### config.mk
export PLATFORM = sky130hd
export DESIGN_NAME = async_queue_sink
export DESIGN_NICKNAME = d
export VERILOG_FILES = /design/src/rtl/async_queue_sink.sv
export SDC_FILE = /design/constraint.sdc
export NUM_CORES = 1
export LEC_CHECK = 0
export BUFFER_PORTS_ARGS = -buffer_cell sky130_fd_sc_hd__buf_4
export CAP_MARGIN = 20
export CELL_PAD_IN_SITES_DETAIL_PLACEMENT = 1
export CELL_PAD_IN_SITES_GLOBAL_PLACEMENT = 2
export CORE_MARGIN = 10
export CORE_UTILIZATION = 25
export CTS_CLUSTER_DIAMETER = 120
export DETAILED_ROUTE_END_ITERATION = 7
export PLACE_DENSITY_LB_ADDON = 0.1
export SETUP_SLACK_MARGIN = 0.05
export SYNTH_ARGS = -nofsm -noshare
export SYNTH_HDL_FRONTEND = slang
export SYNTH_SLANG_ARGS = --single-unit
### constraint.sdc
create_clock -name clock -period 1.8 [get_ports clock]
set_input_delay 0.09 -clock clock [delete_from_list [all_inputs] [get_ports clock]]
set_output_delay 0.09 -clock clock [all_outputs]
set_load 0.01 [all_outputs]
### src/rtl/async_queue_sink.sv
// async_queue_sink: sink-clock-domain read side of an asynchronous crossing queue.
//
// This block brings the source-domain Gray write pointer into the sink clock
// through a chain of plain flops. It then reads entries from the storage, which
// the source side owns, and presents each entry on a registered ready/valid
// dequeue port. The Gray read pointer goes back to the source side as a
// registered value.
//
// While the synchronized source_valid is low, the crossing is held in reset.
//
// Optional build macro: ASYNC_QUEUE_SINK_PTR_CHECK_EN
//   When defined, a sticky ptr_err flags any synchronized write-pointer step
//   that is not a single Gray increment. When undefined, ptr_err is tied low.
module async_queue_sink #(
    parameter int unsigned DEPTH = 8,
    parameter int unsigned WIDTH = 32,
    parameter int unsigned SYNC  = 3,
    localparam int unsigned AW   = $clog2(DEPTH)
) (
    input  logic             clock,
    input  logic             reset,
    input  logic [AW:0]      async_widx,
    input  logic             source_valid,
    output logic [AW:0]      async_ridx,
    output logic [AW-1:0]    mem_index,
    input  logic [WIDTH-1:0] mem_data,
    output logic             deq_valid,
    input  logic             deq_ready,
    output logic [WIDTH-1:0] deq_bits,
    output logic             ptr_err
);

    logic [AW:0]      ridx_bin_q, ridx_bin_d;
    logic [AW:0]      async_ridx_q, async_ridx_d;
    logic [AW:0]      widx_sync_q [SYNC];
    logic [AW:0]      widx_sync_d [SYNC];
    logic             deq_valid_q, deq_valid_d;
    logic [WIDTH-1:0] deq_bits_q, deq_bits_d;

    logic [AW:0]      widx_s;
    logic [AW:0]      ridx_gray;
    logic             empty;
    logic             take;

    assign widx_s     = widx_sync_q[SYNC-1];
    assign ridx_gray  = ridx_bin_q ^ (ridx_bin_q >> 1);
    assign empty      = (ridx_gray == widx_s);
    assign take       = !empty && (!deq_valid_q || deq_ready);

    assign async_ridx = async_ridx_q;
    assign mem_index  = ridx_bin_q[AW-1:0];
    assign deq_valid  = deq_valid_q;
    assign deq_bits   = deq_bits_q;

    // Next-state logic: pointer synchronizer shift, read pointer, and output register.
    always_comb begin
        ridx_bin_d   = ridx_bin_q;
        async_ridx_d = async_ridx_q;
        deq_valid_d  = deq_valid_q;
        deq_bits_d   = deq_bits_q;

        widx_sync_d[0] = async_widx;
        for (int unsigned i = 1; i < SYNC; i++) begin
            widx_sync_d[i] = widx_sync_q[i-1];
        end

        if (!source_valid) begin
            // Source is in reset: drop the held entry and restart from index 0.
            // deq_bits is deliberately left untouched.
            ridx_bin_d   = '0;
            async_ridx_d = '0;
            deq_valid_d  = 1'b0;
            for (int unsigned i = 0; i < SYNC; i++) begin
                widx_sync_d[i] = '0;
            end
        end else if (take) begin
            deq_bits_d   = mem_data;
            deq_valid_d  = 1'b1;
            ridx_bin_d   = ridx_bin_q + 1'b1;
            async_ridx_d = ridx_bin_d ^ (ridx_bin_d >> 1);
        end else if (deq_valid_q && deq_ready) begin
            deq_valid_d  = 1'b0;
        end
    end

    // State registers with synchronous active-high reset.
    always_ff @(posedge clock) begin
        if (reset) begin
            ridx_bin_q   <= '0;
            async_ridx_q <= '0;
            deq_valid_q  <= 1'b0;
            deq_bits_q   <= '0;
            for (int unsigned i = 0; i < SYNC; i++) begin
                widx_sync_q[i] <= '0;
            end
        end else begin
            ridx_bin_q   <= ridx_bin_d;
            async_ridx_q <= async_ridx_d;
            deq_valid_q  <= deq_valid_d;
            deq_bits_q   <= deq_bits_d;
            for (int unsigned i = 0; i < SYNC; i++) begin
                widx_sync_q[i] <= widx_sync_d[i];
            end
        end
    end

`ifdef ASYNC_QUEUE_SINK_PTR_CHECK_EN
    logic [AW:0] widx_prev_q, widx_prev_d;
    logic        ptr_err_q, ptr_err_d;
    logic [AW:0] widx_step;
    logic [AW:0] prev_bin_inc;

    function automatic logic [AW:0] gray_to_bin(input logic [AW:0] g);
        logic [AW:0] b;
        for (int unsigned i = 0; i <= AW; i++) begin
            b[i] = ^(g >> i);
        end
        return b;
    endfunction

    assign widx_step    = widx_s ^ widx_prev_q;
    assign prev_bin_inc = gray_to_bin(widx_prev_q) + 1'b1;

    // Pointer integrity: each observed step must be exactly one Gray increment.
    always_comb begin
        widx_prev_d = widx_s;
        ptr_err_d   = ptr_err_q;
        if (widx_step != '0) begin
            if ((widx_step & (widx_step - 1'b1)) != '0) begin
                ptr_err_d = 1'b1;
            end
            if (gray_to_bin(widx_s) != prev_bin_inc) begin
                ptr_err_d = 1'b1;
            end
        end
        if (!source_valid) begin
            widx_prev_d = '0;
            ptr_err_d   = 1'b0;
        end
    end

    // Integrity check registers.
    always_ff @(posedge clock) begin
        if (reset) begin
            widx_prev_q <= '0;
            ptr_err_q   <= 1'b0;
        end else begin
            widx_prev_q <= widx_prev_d;
            ptr_err_q   <= ptr_err_d;
        end
    end

    assign ptr_err = ptr_err_q;
`else
    assign ptr_err = 1'b0;
`endif

endmodule

==> results.toml, run 1 <==
[routing]
ant_nets = 0
route.detailed.wl_per_inst_um = 14.9
drt_first_iter_violations = 58
route.detailed.drc = 0
first_pass_iters = 4
detail_route.vias_per_cell = 4.19
postRouteWirelength_um = 6390
vias = 1797

[layout]
antenna_cells_inserted = 0
design.final.nets = 359
fill_cells = 1044
layout-area-overhead-vs-synth_pct = 45.5
drive_above_1_share_pct = 35.8

[timing]
tightestPinTransition_ns = 0.600
skew_ns = 0.00635
timing_max_transition_violations_final = 0
finalSetupViolations = 0
final.min_clock_period_ns = 1.66
finalCritPeriodShare_pct = 92.5
slew_headroom_pct = 59.9
grt_setup_unrepaired = "true"
fin_tns_setup_ns = 0
timing.final.hold_violations = 0
fmaxAchievable_mhz = 601

[min_path]
worst_min_path_start = "mem_data[30]"
hold_class = "in -> reg"
holdPathEnd = "deq_bits[30]$_SDFFE_PP0P_"
hold-path-cell-count = 3

[power_and_ir_drop]
overall_power_consumption_mw = 2.26
p_per_area_mw_per_mm2 = 672
ir_drop_v = 0.000271
power.static_leakage_nw = 1.40

[global_routing]
grt_first_pass_wirelength_um = 9960
global_route.usage.total_pct = 9.44
number_of_antenna_violations_at_the_first_check_in_global_routing = 0
largest_net_degree_at_the_start_of_global_routing = 66
grt_pass1_vias = 1874
grt.overflow.total = 0

[placed_design]
gp_congestion = 0.701
port_buffers = 79
dp_hpwl_um = 4450

[worst_setup_path]
worst-r2r-cell-count = 5
worstSetupStartpointType = "flop"
timing.rr.start = "ridx_bin_q[1]$_SDFFE_PP0P_"
worst-endpoint-required_ns = 2.04
critPathArrivalTime_ns = 1.91
ff2ff_setup_slack_ns = 0.14
crit_path_max_fanout = 4
regToRegEndpoint = "async_ridx[1]$_SDFFE_PP0P_"
critical_path_class = "reg -> reg"
endpoint_kind = "flop"

[floorplan]
row_count = 35
start_util_pct = 25.4
core-area_mm2 = 0.00911
floorplan.io_pins = 81
die_width_um = 116
die_area_mm2 = 0.0135
die_height_um = 116

[yosys]
synthesis.area_per_instance_um2 = 10.2
synth_cell_types = 30
syn_area_mm2 = 0.00231
post_synth_inst_count = 227
synth-seq-cells = 52
seq_total_area_yosys_pct = 45.0
synth_warnings = 0
syn_nets = 269

[clock_tree]
numClockSinks = 52
clock_latency_at_the_later_pin_of_the_worst_skew_pair_ns = 0.31
root_buffer = "sky130_fd_sc_hd__clkbuf_8"
cts_tree = "done"
clock_tree.buffer_depth = 2
num_cts_buffers = 5
clkSlewWorstSetupHoldPaths_ns = 0.11
cts.htree.levels = 2

[run_status]
run_status = "finished, final reports clean"

[flow_run]
max_cap_violations = 0
[Yosys cell counts (all sizes together)]
cell    count  area [um2]
a21oi       2        21.3
a31oi       1        6.26
and2       12        75.1
buf         6        52.5
clkbuf      9        33.8
conb        1        3.75
dfxtp      52        1040
ha          2        25.0
inv         1        3.75
mux2        1        11.3
mux2i      38         393
nand2      12        45.0
nand2b     67         419
nand3       2        10.0
nand4       2        12.5
nor2        1        3.75
nor2b       2        12.5
nor4        2        12.5
o211ai      2        15.0
o21ai       3        18.8
or2         2        12.5
xnor2       4        42.6
xor2        2        17.5
xor3        1        23.8
[registers in the layout, summed over array words and instances, names as in the netlist]
signal and cells:
deq_bits 32, widx_sync_q 12, ridx_bin_q 4, async_ridx 3
deq_valid 1
[worst max-delay path by stage]
stage / from / end / slack (ns) / depth (start not counted)
after floorplan: ridx_bin_q[2]$_SDFFE_PP0P_ / deq_bits[0]$_SDFFE_PP0P_ / 0.05 / 6
after global placement: ridx_bin_q[1]$_SDFFE_PP0P_ / deq_bits[23]$_SDFFE_PP0P_ / 0.1 / 6
after detailed placement: ridx_bin_q[1]$_SDFFE_PP0P_ / deq_bits[17]$_SDFFE_PP0P_ / 0.009 / 6
after CTS: ridx_bin_q[1]$_SDFFE_PP0P_ / deq_bits[23]$_SDFFE_PP0P_ / 0.05 / 7
after global routing: ridx_bin_q[1]$_SDFFE_PP0P_ / async_ridx[2]$_SDFFE_PP0P_ / 0.04 / 5
final: ridx_bin_q[1]$_SDFFE_PP0P_ / async_ridx[1]$_SDFFE_PP0P_ / 0.14 / 5
[layout by cell type, fill, tap and decap left out, types with 2 or more instances in the layout]
cell type and instances:
sky130_fd_sc_hd__dlygate4sd3_1 4, sky130_fd_sc_hd__dfxtp_1 51, sky130_fd_sc_hd__nand2_1 12, sky130_fd_sc_hd__nand2b_1 67, sky130_fd_sc_hd__or2_2 2, sky130_fd_sc_hd__xor2_2 2
sky130_fd_sc_hd__nor2b_1 2, sky130_fd_sc_hd__clkbuf_8 5, sky130_fd_sc_hd__nor4_1 2, sky130_fd_sc_hd__o21ai_1 2, sky130_fd_sc_hd__o211ai_1 2, sky130_fd_sc_hd__and2_1 12
sky130_fd_sc_hd__buf_4 89, sky130_fd_sc_hd__xnor2_1 3, sky130_fd_sc_hd__mux2i_1 37, sky130_fd_sc_hd__buf_12 2, sky130_fd_sc_hd__nand3_1 2, sky130_fd_sc_hd__nand4_1 2
[worst max-delay path: stages, from the launching register on]
cell and delay (ns):
sky130_fd_sc_hd__dfxtp_2 0.37, sky130_fd_sc_hd__ha_1 0.33, sky130_fd_sc_hd__xor2_2 0.16, sky130_fd_sc_hd__or2_2 0.35, sky130_fd_sc_hd__o21ai_4 0.19, sky130_fd_sc_hd__mux2i_1 0.21
[metrics by stage]
| stage | util (%) | instance area [um2] | hold WS (ns) | setup WS (ns) | std cells |
|---|---|---|---|---|---|
| 2_1_floorplan | - | 2310 | 0.212 | 0.0526 | 227 |
| 3_3_place_gp | 33.5 | 3050 | 0.293 | 0.0954 | 411 |
| 3_5_place_dp | 33.5 | 3050 | 0.297 | 0.00929 | 411 |
| 4_1_cts | 36.1 | 3290 | 0.0221 | 0.0522 | 428 |
| 5_1_grt | 36.9 | 3360 | 0.0163 | 0.0373 | 429 |
| 6_report | 36.9 | 3360 | 0.0336 | 0.136 | 429 |
[cells by family after synthesis]
| group | Yosys count | synth area share (%) |
|---|---|---|
| buffers and inverters | 16 | 3.90 |
| XOR/XNOR | 7 | 3.63 |
| AND/OR/NAND/NOR | 102 | 26.1 |
| other | 1 | 0.162 |
| AO/OA/AOI/OAI | 8 | 2.65 |
| multiplexers | 39 | 17.5 |
| adder cells (fa/ha/maj) | 2 | 1.08 |
| flip-flops | 52 | 45.0 |
[timing repair]
action | CTS | global route
hold endpoints to repair | 4 | 0
hold buffers | 4 | 0
buffers inserted | 3 | 0
endpoints found under the setup margin | 31 | 37
resized for setup | 1 | 6
pin swaps | 2 | 2
gates cloned | 2 | 1
[metal layers]
layer / track usage (%) / vias to the layer above / part of all wire [%]
li1: - / 909 / -
met1: 11.6 / 835 / 44
met2: 13.8 / 49 / 45
met3: 5.19 / 4 / 10
met4: 2.75 / 0 / 0.88
met5: 0 / - / 0
[final cells by class]
type / count / area [um2] / area share [%]
tap: 111 / 139 / 4.13
sequential: 52 / 1040 / 31.0
multi-input combinational: 159 / 1230 / 36.6
timing repair buffer: 98 / 833 / 24.8
clock buffer: 5 / 68.8 / 2.05
inverter: 1 / 3.75 / 0.112
clock inverter: 3 / 46.3 / 1.38
[report_power, final]
group | internal (mW) | total (mW) | switching [mW] | leakage [nW]
Combinational | 0.142 | 0.230 | 0.0882 | 0.920
Sequential | 1.17 | 1.18 | 0.00821 | 0.421
Clock | 0.420 | 0.854 | 0.434 | 0.0548
Note: power is estimated with default switching activity, not from simulation.
==> run 2: changes to the inputs <==
--- a/config.mk
+++ b/config.mk
@@ -14,6 +14,7 @@
 export CTS_CLUSTER_DIAMETER = 120
 export DETAILED_ROUTE_END_ITERATION = 7
 export PLACE_DENSITY_LB_ADDON = 0.1
+export REMOVE_ABC_BUFFERS = 1
 export SETUP_SLACK_MARGIN = 0.05
 export SYNTH_ARGS = -nofsm -noshare
 export SYNTH_HDL_FRONTEND = slang
==> run 2 against run 1 <==
Effect of this change:
- worst setup slack got worse by 0.0086 ns
- clock power decreased by 17%
- first-iteration DRC count decreased by 17%
- non-clock buffer count increased by 2
- global-route usage decreased by 0.12 points
- routed wire length increased by 2.4%
- via count increased by 0.39%
- flip-flop and latch count unchanged
- count of clock-buffer cells in the layout increased by 2
- critical path depth increased by 1
- design area increased by 1.3%
- hold slack improved by 0.0090 ns
- critical endpoint is now deq_bits[27]$_SDFFE_PP0P_
- largest power group unchanged
- highest routed layer unchanged
==> results.toml, run 2 (synthesized netlist as in run 1, its figures left out) <==
[worst_setup_path]
ff2ff_setup_slack_ns = 0.13
endpoint_kind = "flop"
worst-r2r-cell-count = 6
regToRegEndpoint = "deq_bits[27]$_SDFFE_PP0P_"
worstSetupStartpointType = "flop"
critPathArrivalTime_ns = 1.91
critical_path_class = "reg -> reg"
timing.rr.start = "ridx_bin_q[1]$_SDFFE_PP0P_"
worst-endpoint-required_ns = 2.04
crit_path_max_fanout = 10

[power_and_ir_drop]
ir_drop_v = 0.000260
p_per_area_mw_per_mm2 = 622
power.static_leakage_nw = 1.40
overall_power_consumption_mw = 2.12

[routing]
vias = 1804
route.detailed.wl_per_inst_um = 15.2
postRouteWirelength_um = 6540
drt_first_iter_violations = 48
ant_nets = 0
route.detailed.drc = 0
detail_route.vias_per_cell = 4.19
first_pass_iters = 4

[run_status]
run_status = "finished, final reports clean"

[global_routing]
largest_net_degree_at_the_start_of_global_routing = 63
global_route.usage.total_pct = 9.32
grt_pass1_vias = 1840
grt_use_met1_pct = 10.9
grt.overflow.total = 0
number_of_antenna_violations_at_the_first_check_in_global_routing = 0
grt.met3_usage_pct = 4.21
grt_first_pass_wirelength_um = 9710
global_routing_s_busiest_layer = "met2"
global_route.usage.met2_pct = 14.8

[min_path]
worst_min_path_start = "mem_data[14]"
holdPathEnd = "deq_bits[14]$_SDFFE_PP0P_"
hold-path-cell-count = 3
hold_class = "in -> reg"

[floorplan]
die_width_um = 116
die_area_mm2 = 0.0135
row_count = 35
core-area_mm2 = 0.00911
die_height_um = 116
floorplan.io_pins = 81
start_util_pct = 25.4

[layout]
layout-area-overhead-vs-synth_pct = 47.3
fill_cells = 1062
regArea_mm2 = 0.00105
post_layout_nonfiller_instances = 431
antenna_cells_inserted = 0
multi_input_comb_area_mm2 = 0.00126
largest_reg_flops = 32
drive_above_1_share_pct = 36.6
design.final.nets = 361
final_common_cell = "sky130_fd_sc_hd__buf_4"
most-common-layout-cells = "sky130_fd_sc_hd__buf_4, sky130_fd_sc_hd__nand2b_1, sky130_fd_sc_hd__dfxtp_1"

[clock_tree]
num_cts_buffers = 5
clock_latency_at_the_later_pin_of_the_worst_skew_pair_ns = 0.31
numClockSinks = 52
cts.htree.levels = 2
clkSlewWorstSetupHoldPaths_ns = 0.10
clock_tree.buffer_depth = 2
cts_tree = "done"
root_buffer = "sky130_fd_sc_hd__clkbuf_8"

[timing]
timing.final.hold_violations = 0
skew_ns = 0.00816
fmaxAchievable_mhz = 598
final.min_clock_period_ns = 1.67
timing_max_transition_violations_final = 0
finalCritPeriodShare_pct = 92.9
grt_setup_unrepaired = "true"
fin_hold_ws_ns = 0.0425
finalSetupViolations = 0
fin_ws_ns = 0.127

[placed_design]
pre_cts_ws_ns = 0.0427
dp_cells = 414
port_buffers = 79
dp_hpwl_um = 4550
gp_congestion = 0.720

[flow_run]
max_cap_violations = 0
run 2: routing by layer:
metal  vias to the layer above  routed length, um
met2                        46               3140
met1                       840               2790
met3                         5                543
li1                        913                  -
met4                         0                 67
met5                         -                  0
run 2: layout make-up:
| class | instances | area share [%] |
|---|---|---|
| multi-input cells | 159 | 37.1 |
| flip-flops and latches | 52 | 30.7 |
| repair buffers | 100 | 25.3 |
| well taps | 111 | 4.08 |
| clock buffers | 7 | 2.53 |
| clock inverters | 1 | 0.220 |
| inverters | 1 | 0.110 |
run 2: how the worst max path moves through the flow:
stage | start | slack (ns) | depth (start not counted) | endpoint
after floorplan | ridx_bin_q[2]$_SDFFE_PP0P_ | -0.44 | 5 | deq_bits[0]$_SDFFE_PP0P_
after global routing | ridx_bin_q[1]$_SDFFE_PP0P_ | 0.03 | 6 | deq_bits[27]$_SDFFE_PP0P_
final | ridx_bin_q[1]$_SDFFE_PP0P_ | 0.13 | 6 | deq_bits[27]$_SDFFE_PP0P_
after global placement | ridx_bin_q[2]$_SDFFE_PP0P_ | 0.09 | 5 | async_ridx[0]$_SDFFE_PP0P_
after CTS | ridx_bin_q[1]$_SDFFE_PP0P_ | 0.04 | 8 | deq_bits[6]$_SDFFE_PP0P_
after detailed placement | ridx_bin_q[1]$_SDFFE_PP0P_ | 0.04 | 7 | deq_bits[1]$_SDFFE_PP0P_
run 2: per-stage QoR:
stage / area [um2] / TNS (ns) / utilization [%]
floorplan: 2230 / -14.01 / -
global placement: 3070 / 0 / 33.7
CTS: 3390 / 0 / 37.2
global route: 3410 / 0 / 37.4
finish: 3410 / 0 / 37.4
detailed placement: 3070 / 0 / 33.7
run 2: power by group:
part,internal [mW],total (mW),leakage [nW],switching (mW)
clock,0.314,0.710,0.0445,0.396
combinational,0.144,0.235,0.934,0.0906
sequential,1.17,1.17,0.421,0.00832
run 2: worst max-delay path: stages, from the launching register on:
cell                        delay (ns)
sky130_fd_sc_hd__dfxtp_4          0.38
sky130_fd_sc_hd__ha_4             0.30
sky130_fd_sc_hd__xor2_4           0.17
sky130_fd_sc_hd__nor2_4           0.06
sky130_fd_sc_hd__a21oi_4          0.19
sky130_fd_sc_hd__bufbuf_16        0.33
sky130_fd_sc_hd__mux2i_1          0.18
run 2: what timing repair did:
| item | in CTS | in global routing |
|---|---|---|
| pin swaps | 6 | 3 |
| hold buffers | 3 | 1 |
| gates cloned | 2 | 1 |
| hold endpoints to repair | 3 | 1 |
| buffers inserted | 4 | 0 |
| resized for setup | 13 | 0 |
| setup endpoints to repair | 21 | 25 |
